**src/rtl/message_scroller.sv**
```systemverilog
// Scrolling character window over a writable message store.
// Advances are timer-driven (auto) or step-driven (manual); chars is registered.
module message_scroller #(
  parameter int unsigned CHAR_W  = 4,
  parameter int unsigned MSG_LEN = 16,
  parameter int unsigned DIGITS  = 4,
  parameter int unsigned PERIOD  = 4194304
) (
  input  logic                         clk,
  input  logic                         reset,
  input  logic                         enable,
  input  logic                         mode,
  input  logic                         dir,
  input  logic                         step,
  input  logic                         wr_en,
  input  logic [$clog2(MSG_LEN)-1:0]   wr_addr,
  input  logic [CHAR_W-1:0]            wr_data,
  output logic [DIGITS*CHAR_W-1:0]     chars,
  output logic [$clog2(MSG_LEN)-1:0]   pos,
  output logic                         wrap
);

  localparam int unsigned AW = $clog2(MSG_LEN);
  localparam int unsigned TW = $clog2(PERIOD);

  localparam logic [AW-1:0] LastPos  = AW'(MSG_LEN - 1);
  localparam logic [TW-1:0] LastTime = TW'(PERIOD - 1);

  logic [CHAR_W-1:0]        msg_q [MSG_LEN];
  logic [AW-1:0]            pos_q, pos_d;
  logic [TW-1:0]            timer_q, timer_d;
  logic                     wrap_q, wrap_d;
  logic [DIGITS*CHAR_W-1:0] chars_q, chars_d;

  logic auto_run;
  logic tick;
  logic advance;
  logic wr_ok;

  assign auto_run = enable && !mode;
  assign tick     = auto_run && (timer_q == LastTime);
  assign advance  = enable && (mode ? step : tick);
  // Out-of-range addresses only exist when MSG_LEN is not a power of two.
  assign wr_ok    = wr_en && (32'(wr_addr) < 32'(MSG_LEN));

  always_comb begin
    timer_d = '0;
    if (auto_run && !tick) begin
      timer_d = timer_q + TW'(1);
    end
  end

  always_comb begin
    pos_d  = pos_q;
    wrap_d = 1'b0;
    if (advance) begin
      if (!dir) begin
        if (pos_q == LastPos) begin
          pos_d  = '0;
          wrap_d = 1'b1;
        end else begin
          pos_d = pos_q + AW'(1);
        end
      end else begin
        if (pos_q == '0) begin
          pos_d  = LastPos;
          wrap_d = 1'b1;
        end else begin
          pos_d = pos_q - AW'(1);
        end
      end
    end
  end

  // Window built from the pre-edge pos and message, giving one cycle of latency.
  always_comb begin
    logic [AW:0] idx;
    chars_d = '0;
    idx     = '0;
    for (int k = 0; k < DIGITS; k++) begin
      idx = {1'b0, pos_q} + (AW+1)'(k);
      if (idx >= (AW+1)'(MSG_LEN)) begin
        idx = idx - (AW+1)'(MSG_LEN);
      end
      chars_d[(DIGITS-1-k)*CHAR_W +: CHAR_W] = msg_q[idx[AW-1:0]];
    end
  end

  always_ff @(posedge clk or negedge reset) begin
    if (!reset) begin
      for (int i = 0; i < MSG_LEN; i++) begin
        msg_q[i] <= CHAR_W'(i);
      end
    end else if (wr_ok) begin
      msg_q[wr_addr] <= wr_data;
    end
  end

  always_ff @(posedge clk or negedge reset) begin
    if (!reset) begin
      pos_q   <= '0;
      timer_q <= '0;
      wrap_q  <= 1'b0;
      for (int k = 0; k < DIGITS; k++) begin
        chars_q[(DIGITS-1-k)*CHAR_W +: CHAR_W] <= CHAR_W'(k);
      end
    end else begin
      pos_q   <= pos_d;
      timer_q <= timer_d;
      wrap_q  <= wrap_d;
      chars_q <= chars_d;
    end
  end

  assign chars = chars_q;
  assign pos   = pos_q;
  assign wrap  = wrap_q;

endmodule

```
**config.mk**
```make
export PLATFORM = sky130hd
export DESIGN_NAME = message_scroller
export DESIGN_NICKNAME = d
export VERILOG_FILES = /design/src/rtl/message_scroller.sv
export SDC_FILE = /design/constraint.sdc
export NUM_CORES = 1
export LEC_CHECK = 0
export BUFFER_PORTS_ARGS = -buffer_cell sky130_fd_sc_hd__buf_2
export CAP_MARGIN = 20
export CORE_MARGIN = 1.5
export CORE_UTILIZATION = 50
export CTS_BUF_LIST = sky130_fd_sc_hd__clkbuf_8
export DETAILED_ROUTE_END_ITERATION = 8
export PLACE_DENSITY_LB_ADDON = 0.05
export SYNTH_ARGS = -nofsm -noshare
export SYNTH_HDL_FRONTEND = slang
export SYNTH_SLANG_ARGS = --single-unit
```
**constraint.sdc**
```tcl
create_clock -name clk -period 2.6 [get_ports clk]
set_input_delay 0.39 -clock clk [delete_from_list [all_inputs] [get_ports clk]]
set_output_delay 0.39 -clock clk [all_outputs]
set_load 0.005 [all_outputs]
```
==> results of run 1 <==
## Yosys cell counts (7+ instances only)
cell type	instances
nand4_1	7
nand3_1	25
xnor2_1	14
xor2_1	7
a21oi_1	14
mux2i_1	22
nor2_1	32
a221oi_1	9
or3_1	10
o21ai_0	8
dfrtp_1	71
nand2_1	68
a32o_1	8
buf_2	13
inv_1	10
dfstp_2	36
mux4_2	52
mux2_2	65
clkbuf_1	15
ha_1	7
## registers in the layout, indices dropped and copies added, names as in the netlist
name,cells
timer_q,22
msg_q,64
pos,4
chars,16
wrap,1
## metrics by stage
stage	power, W	util
floorplan	0.00559	-
global placement	0.00689	0.554
detailed placement	0.00698	0.554
CTS	0.00806	0.570
global route	0.00854	0.571
finish	0.00806	0.571
## worst max-delay path: stages, from the launching register on
cell and delay [ns]:
dfrtp_1 0.35, buf_4 0.43, ha_1 0.32, nand2_1 0.11
xnor2_1 0.65, a221oi_1 0.12, a32o_1 0.32
## power by group through the flow
stage	Combinational (W)	Clock, W	Sequential [W]
6_report	0.00444	0.00106	0.00257
5_1_grt	0.00477	0.00115	0.00263
4_1_cts	0.00441	0.00109	0.00256
3_5_place_dp	0.00439	0	0.00259
3_3_place_gp	0.00430	0	0.00259
2_1_floorplan	0.00314	0	0.00245
## layer usage
layer | track usage | wire length, microns | part of all wire
met5 | 0 | 0 | 0
met4 | 0.0699 | 236 | 0.014
met3 | 0.0587 | 1020 | 0.061
met2 | 0.428 | 8220 | 0.49
met1 | 0.363 | 7230 | 0.43
## logic make-up after synthesis
kind of cell | Yosys count
simple gates | 174
flops | 107
compound gates | 53
xor+xnor | 21
mux | 139
buf+inv | 44
fa+ha+maj | 7
## worst paths after layout
| path | cells after the start | slack, ns | end | startpoint |
|---|---|---|---|---|
| min reg2reg | 1 | 0.49 | timer_q[21] | timer_q[21] |
| min in group clk | 3 | 0.40 | timer_q[21] | enable |
| max | 6 | 0.18 | chars[11] | pos[1] |
| max in group asynchronous | 2 | 1.75 | chars[8] | reset |
| min | 1 | 0.009 | timer_q[8] | reset |
| max reg2reg | 6 | 0.18 | chars[11] | pos[1] |
## area by class of cell
class / instances / area (sq um) / share of cell area
Clock buffer: 10 / 138 / 0.0190
Clock inverter: 6 / 66.3 / 0.00916
Inverter: 11 / 41.3 / 0.00571
Multi-Input combinational cell: 394 / 3650 / 0.505
Sequential cell: 107 / 2720 / 0.376
Tap cell: 172 / 215 / 0.0297
Timing Repair Buffer: 61 / 398 / 0.0550
## timing repair
action	in CTS	in global routing
endpoints found under the setup margin	0	1
gates resized for setup	0	1
hold buffers	0	0
==> results.sh, run 1 <==
export IMPL_end_kind="register"
export IMPL_routed_wirelength_microns=16700
export IMPL_clock_latency_ns=0.39
export IMPL_io_pins=36
export IMPL_synth_area_sq_um=6530
export IMPL_whs_ns=0.00942
export IMPL_maxCapViolCount=0
export IMPL_rsz0062_at_grt="false"
export IMPL_remaining_drc_errors=0
export IMPL_fin_crit_ns=2.42
export IMPL_critPathLaunchType="register"
export IMPL_place_hpwl_microns=12200
export IMPL_cts_root_buf="clkbuf_8"
export IMPL_nNetsFinal=606
export IMPL_synth_top_cell_by_area="dfrtp_1"
export IMPL_path_clk_slew_ns=0.10
export IMPL_final_max_slew_viol_count=0
export IMPL_viasPerCell=6.21
export IMPL_cp_max_fo=32
export IMPL_cp_required_ns=2.88
export IMPL_vias=4723
export IMPL_final_cell_mix="dfrtp_1 (70), nand2_1 (68), mux2_2 (65)"
export IMPL_io_buffers=35
export IMPL_placed_cells=745
export IMPL_ys_seq_elements=107
export IMPL_cts_buffer_depth=2
export IMPL_core_sq_um=12700
export IMPL_drt_iter0_drc=315
export IMPL_worst_slew_pin_slew_ns=0.811
export IMPL_synth_compound_area_share=0.0600
export IMPL_final_common_cell="dfrtp_1"
export IMPL_die_x_microns=117
export IMPL_seqPwrFrac=0.319
export IMPL_drive_above_1_share=0.402
export IMPL_nFillCells=1089
export IMPL_power_frac_comb=0.550
export IMPL_grt_max_degree=48
export IMPL_ant_nets=0
export IMPL_overflow=0
export IMPL_fin_cells=761
export IMPL_powerDensity_nw_per_um2=1110
export IMPL_grt_first_pass_wirelength_microns=26600
export IMPL_fin_ws_ns=0.184
export IMPL_area_growth_pct=10.8
export IMPL_grt_pass1_vias=4654
export IMPL_pre_cts_slack_ns=0.180
export IMPL_fmaxAchievable_mhz=414
export IMPL_cts_buffers=9
export IMPL_rows=41
export IMPL_peakVddDrop_v=0.000469
export IMPL_synth_edff_count=0
export IMPL_htree_levels=3
export IMPL_die_area_sq_um=13800
export IMPL_dr_pass1_iters=5
export IMPL_synth_simple_area_share=0.129
export IMPL_avgSynthCellArea_sq_um=12.0
export IMPL_yosysUniqueCellTypes=46
export IMPL_synth_xor_area_frac=0.0282
export IMPL_synth_ff_type="dfrtp_1"
export IMPL_maxSlewHeadroom=0.457
export IMPL_run_status="completed"
export IMPL_internal_power_w=0.00492
export IMPL_synth_top_area_share=0.272
export IMPL_p_leak_nw=2.96
export IMPL_period_share=0.929
export IMPL_cts_tree="done"
export IMPL_hold_violations=0
export IMPL_synth_fa_ha_area_frac=0.0134
export IMPL_fin_skew_ns=0.00888
export IMPL_synth_top_family_by_area="multiplexers"
export IMPL_wl_per_cell_microns=22.0
export IMPL_dpl_cell_area_sq_um=7020
export IMPL_grt_usage=0.264
export IMPL_fin_area_sq_um=7240
export IMPL_diodes=0
export IMPL_grt_antenna_before_repair=0
export IMPL_swShare=0.390
export IMPL_syn_num_nets=567
export IMPL_netlist_top_cells_area="dfrtp_1 (27%), mux4_2 (18%), dfstp_2 (14%)"
export IMPL_synthMuxAreaShare=0.325
export IMPL_finalSetupTns_ns=0
export IMPL_crit_type="reg2reg"
export IMPL_setup_viol=0
export IMPL_power_switching_w=0.00315
export IMPL_numClockSinks=107
export IMPL_cts_setup_buffers=0
export IMPL_synthCells=545
export IMPL_hp_class="in2async"
export IMPL_async_reset_ff_frac=1.00
export IMPL_place_gp_congestion=0.893
export IMPL_p_clk_frac=0.132
export IMPL_ys_seq_area_frac=0.417
export IMPL_yosys_warnings=0
export IMPL_crit_arrival_ns=2.70
export IMPL_die_y_microns=117
export IMPL_start_util=0.515
Power figures use the tool's default switching activity.
==> run 2, diff against run 1 <==
- ABC_AREA: unset -> 1
==> results.sh, run 2 <==
export IMPL_routed_wirelength_microns=19400
export IMPL_diodes=0
export IMPL_largest_register="msg_q"
export IMPL_internal_power_w=0.00390
export IMPL_core_sq_um=12700
export IMPL_async_reset_ff_frac=1.00
export IMPL_avgSynthCellArea_sq_um=7.05
export IMPL_crit_buf_inv=2
export IMPL_place_gp_congestion=0.933
export IMPL_place_hpwl_microns=14500
export IMPL_fmaxAchievable_mhz=424
export IMPL_final_max_slew_viol_count=0
export IMPL_min_path_cells=3
export IMPL_period_share=0.906
export IMPL_critical_path_max_stage_delay_ns=0.60
export IMPL_power_switching_w=0.00362
export IMPL_htree_levels=3
export IMPL_synth_ff_type="dfrtp_1"
export IMPL_numClockSinks=107
export IMPL_grt_first_pass_wirelength_microns=30800
export IMPL_min_to="msg_q[40]"
export IMPL_cts_tree="done"
export IMPL_fin_ws_ns=0.244
export IMPL_hp_start="wr_data[0]"
export IMPL_end_kind="register"
export IMPL_io_buffers=35
export IMPL_finalSetupTns_ns=0
export IMPL_dpl_cell_area_sq_um=6880
export IMPL_cts_setup_buffers=0
export IMPL_fin_crit_ns=2.36
export IMPL_seqPwrFrac=0.327
export IMPL_remaining_drc_errors=0
export IMPL_worst_slew_pin_slew_ns=0.751
export IMPL_ant_nets=0
export IMPL_rrSetupSlack_ns=0.24
export IMPL_ys_seq_elements=107
export IMPL_swShare=0.482
export IMPL_grt_usage=0.289
export IMPL_ys_seq_area_frac=0.417
export IMPL_final_cell_mix="nand2_1 (339), o21ai_0 (88), nand3_1 (79)"
export IMPL_pre_cts_slack_ns=0.333
export IMPL_path_delay_family="buffers and inverters"
export IMPL_overflow=0
export IMPL_synth_edff_count=0
export IMPL_yosys_warnings=0
export IMPL_synth_common_cells="nand2_1 (339), o21ai_0 (88), nand3_1 (79)"
export IMPL_cp_required_ns=2.92
export IMPL_maxSlewHeadroom=0.494
export IMPL_cts_resized=0
export IMPL_hold_violations=0
export IMPL_netlist_top_cells_area="dfrtp_1 (27%), nand2_1 (19%), dfstp_2 (14%)"
export IMPL_crit_arrival_ns=2.67
export IMPL_dr_pass1_iters=6
export IMPL_rows=41
export IMPL_critPathLaunchType="register"
export IMPL_synthCells=927
export IMPL_peakVddDrop_v=0.000473
export IMPL_p_clk_frac=0.133
export IMPL_io_pins=36
export IMPL_area_growth_pct=8.23
export IMPL_power_frac_comb=0.540
export IMPL_cts_root_buf="clkbuf_8"
export IMPL_start_util=0.516
export IMPL_cts_hold_buf=1
export IMPL_syn_num_nets=949
export IMPL_rsz0062_at_grt="false"
export IMPL_p_total_w=0.00752
export IMPL_largest_reg_flops=64
export IMPL_r2r_start="pos[1]"
export IMPL_wl_per_cell_microns=17.2
export IMPL_worstPathCellList="buf_4, ha_1, xor2_2, inv_2, nand3_1, nand2_1, nand2_1, nand2_1"
export IMPL_nNetsFinal=970
export IMPL_synth_top_area_share=0.272
export IMPL_hp_class="in2reg"
export IMPL_vias=6300
export IMPL_die_x_microns=117
export IMPL_p_leak_nw=3.21
export IMPL_powerDensity_nw_per_um2=1060
export IMPL_yosysUniqueCellTypes=32
export IMPL_cp_max_fo=36
export IMPL_clock_latency_ns=0.39
export IMPL_final_common_cell="nand2_1"
export IMPL_die_y_microns=117
export IMPL_setup_viol=0
export IMPL_cpMostUsedCell="nand2_1"
export IMPL_path_clk_slew_ns=0.10
export IMPL_reg2reg_depth=8
export IMPL_drive_above_1_share=0.122
export IMPL_synth_most_common_cell="nand2_1"
export IMPL_run_status="completed"
export IMPL_grt_pass1_vias=5560
export IMPL_crit_type="reg2reg"
export IMPL_grt_antenna_before_repair=0
export IMPL_utilization=0.558
export IMPL_maxCapViolCount=0
export IMPL_r2r_end="chars[8]"
export IMPL_fin_area_sq_um=7070
export IMPL_synth_top_cell_by_area="dfrtp_1"
export IMPL_cts_buffers=9
export IMPL_viasPerCell=5.60
export IMPL_drt_iter0_drc=674
export IMPL_nFillCells=1297
export IMPL_crit_slowest_cell="xor2_2"
export IMPL_die_area_sq_um=13800
export IMPL_synth_area_sq_um=6530
export IMPL_grt_max_degree=78
export IMPL_fin_skew_ns=0.0126
export IMPL_cts_buffer_depth=2
-- run 2: layout make-up --
type,instances,area [sq um],area share
Inverter,78,293,0.0414
Sequential cell,107,2730,0.386
Timing Repair Buffer,49,310,0.0439
Tap cell,172,215,0.0304
Multi-Input combinational cell,703,3340,0.472
Clock buffer,10,138,0.0195
Clock inverter,6,48.8,0.00690
-- run 2: per-stage QoR --
step	hold WS [ns]	std cells
floorplan	0.0944	927
global placement	0.343	1108
detailed placement	0.354	1108
CTS	0.285	1125
global route	0.311	1125
finish	0.309	1125
-- run 2: worst max path at each step --
stage                 from        to  slack [ns]  cells after the start
floorplan           pos[1]  chars[2]        0.31                     12
global placement    pos[1]  chars[8]        0.35                      8
detailed placement  pos[1]  chars[8]        0.33                      8
CTS                 pos[1]  chars[8]        0.33                      8
global route        pos[1]  chars[8]        0.22                      8
finish              pos[1]  chars[8]        0.24                      8
-- run 2: logic make-up after synthesis --
family / share of synthesized area
compound gates: 0.156
xor+xnor: 0.0249
fa+ha+maj: 0.0134
buf+inv: 0.0720
flops: 0.417
simple gates: 0.317
-- run 2: power by group through the flow --
| stage | sequential (W) | combinational [W] | clock, W |
|---|---|---|---|
| finish | 0.00246 | 0.00406 | 0.00100 |
| global route | 0.00249 | 0.00451 | 0.00109 |
| CTS | 0.00245 | 0.00400 | 0.00104 |
| detailed placement | 0.00248 | 0.00398 | 0 |
| global placement | 0.00247 | 0.00394 | 0 |
| floorplan | 0.00237 | 0.00280 | 0 |
-- run 2: layer usage --
metal | global-route usage | part of all wire | vias to the layer above
met5 | 0 | 0 | -
met4 | 0.110 | 0.029 | 0
met3 | 0.0399 | 0.074 | 31
met2 | 0.420 | 0.43 | 261
met1 | 0.436 | 0.47 | 2958
li1 | - | - | 3050
-- run 2: tightest hold or removal path, cell delays in order --
cell	delay, ns
buf_2	0.16
nand2_1	0.08
o21ai_0	0.07
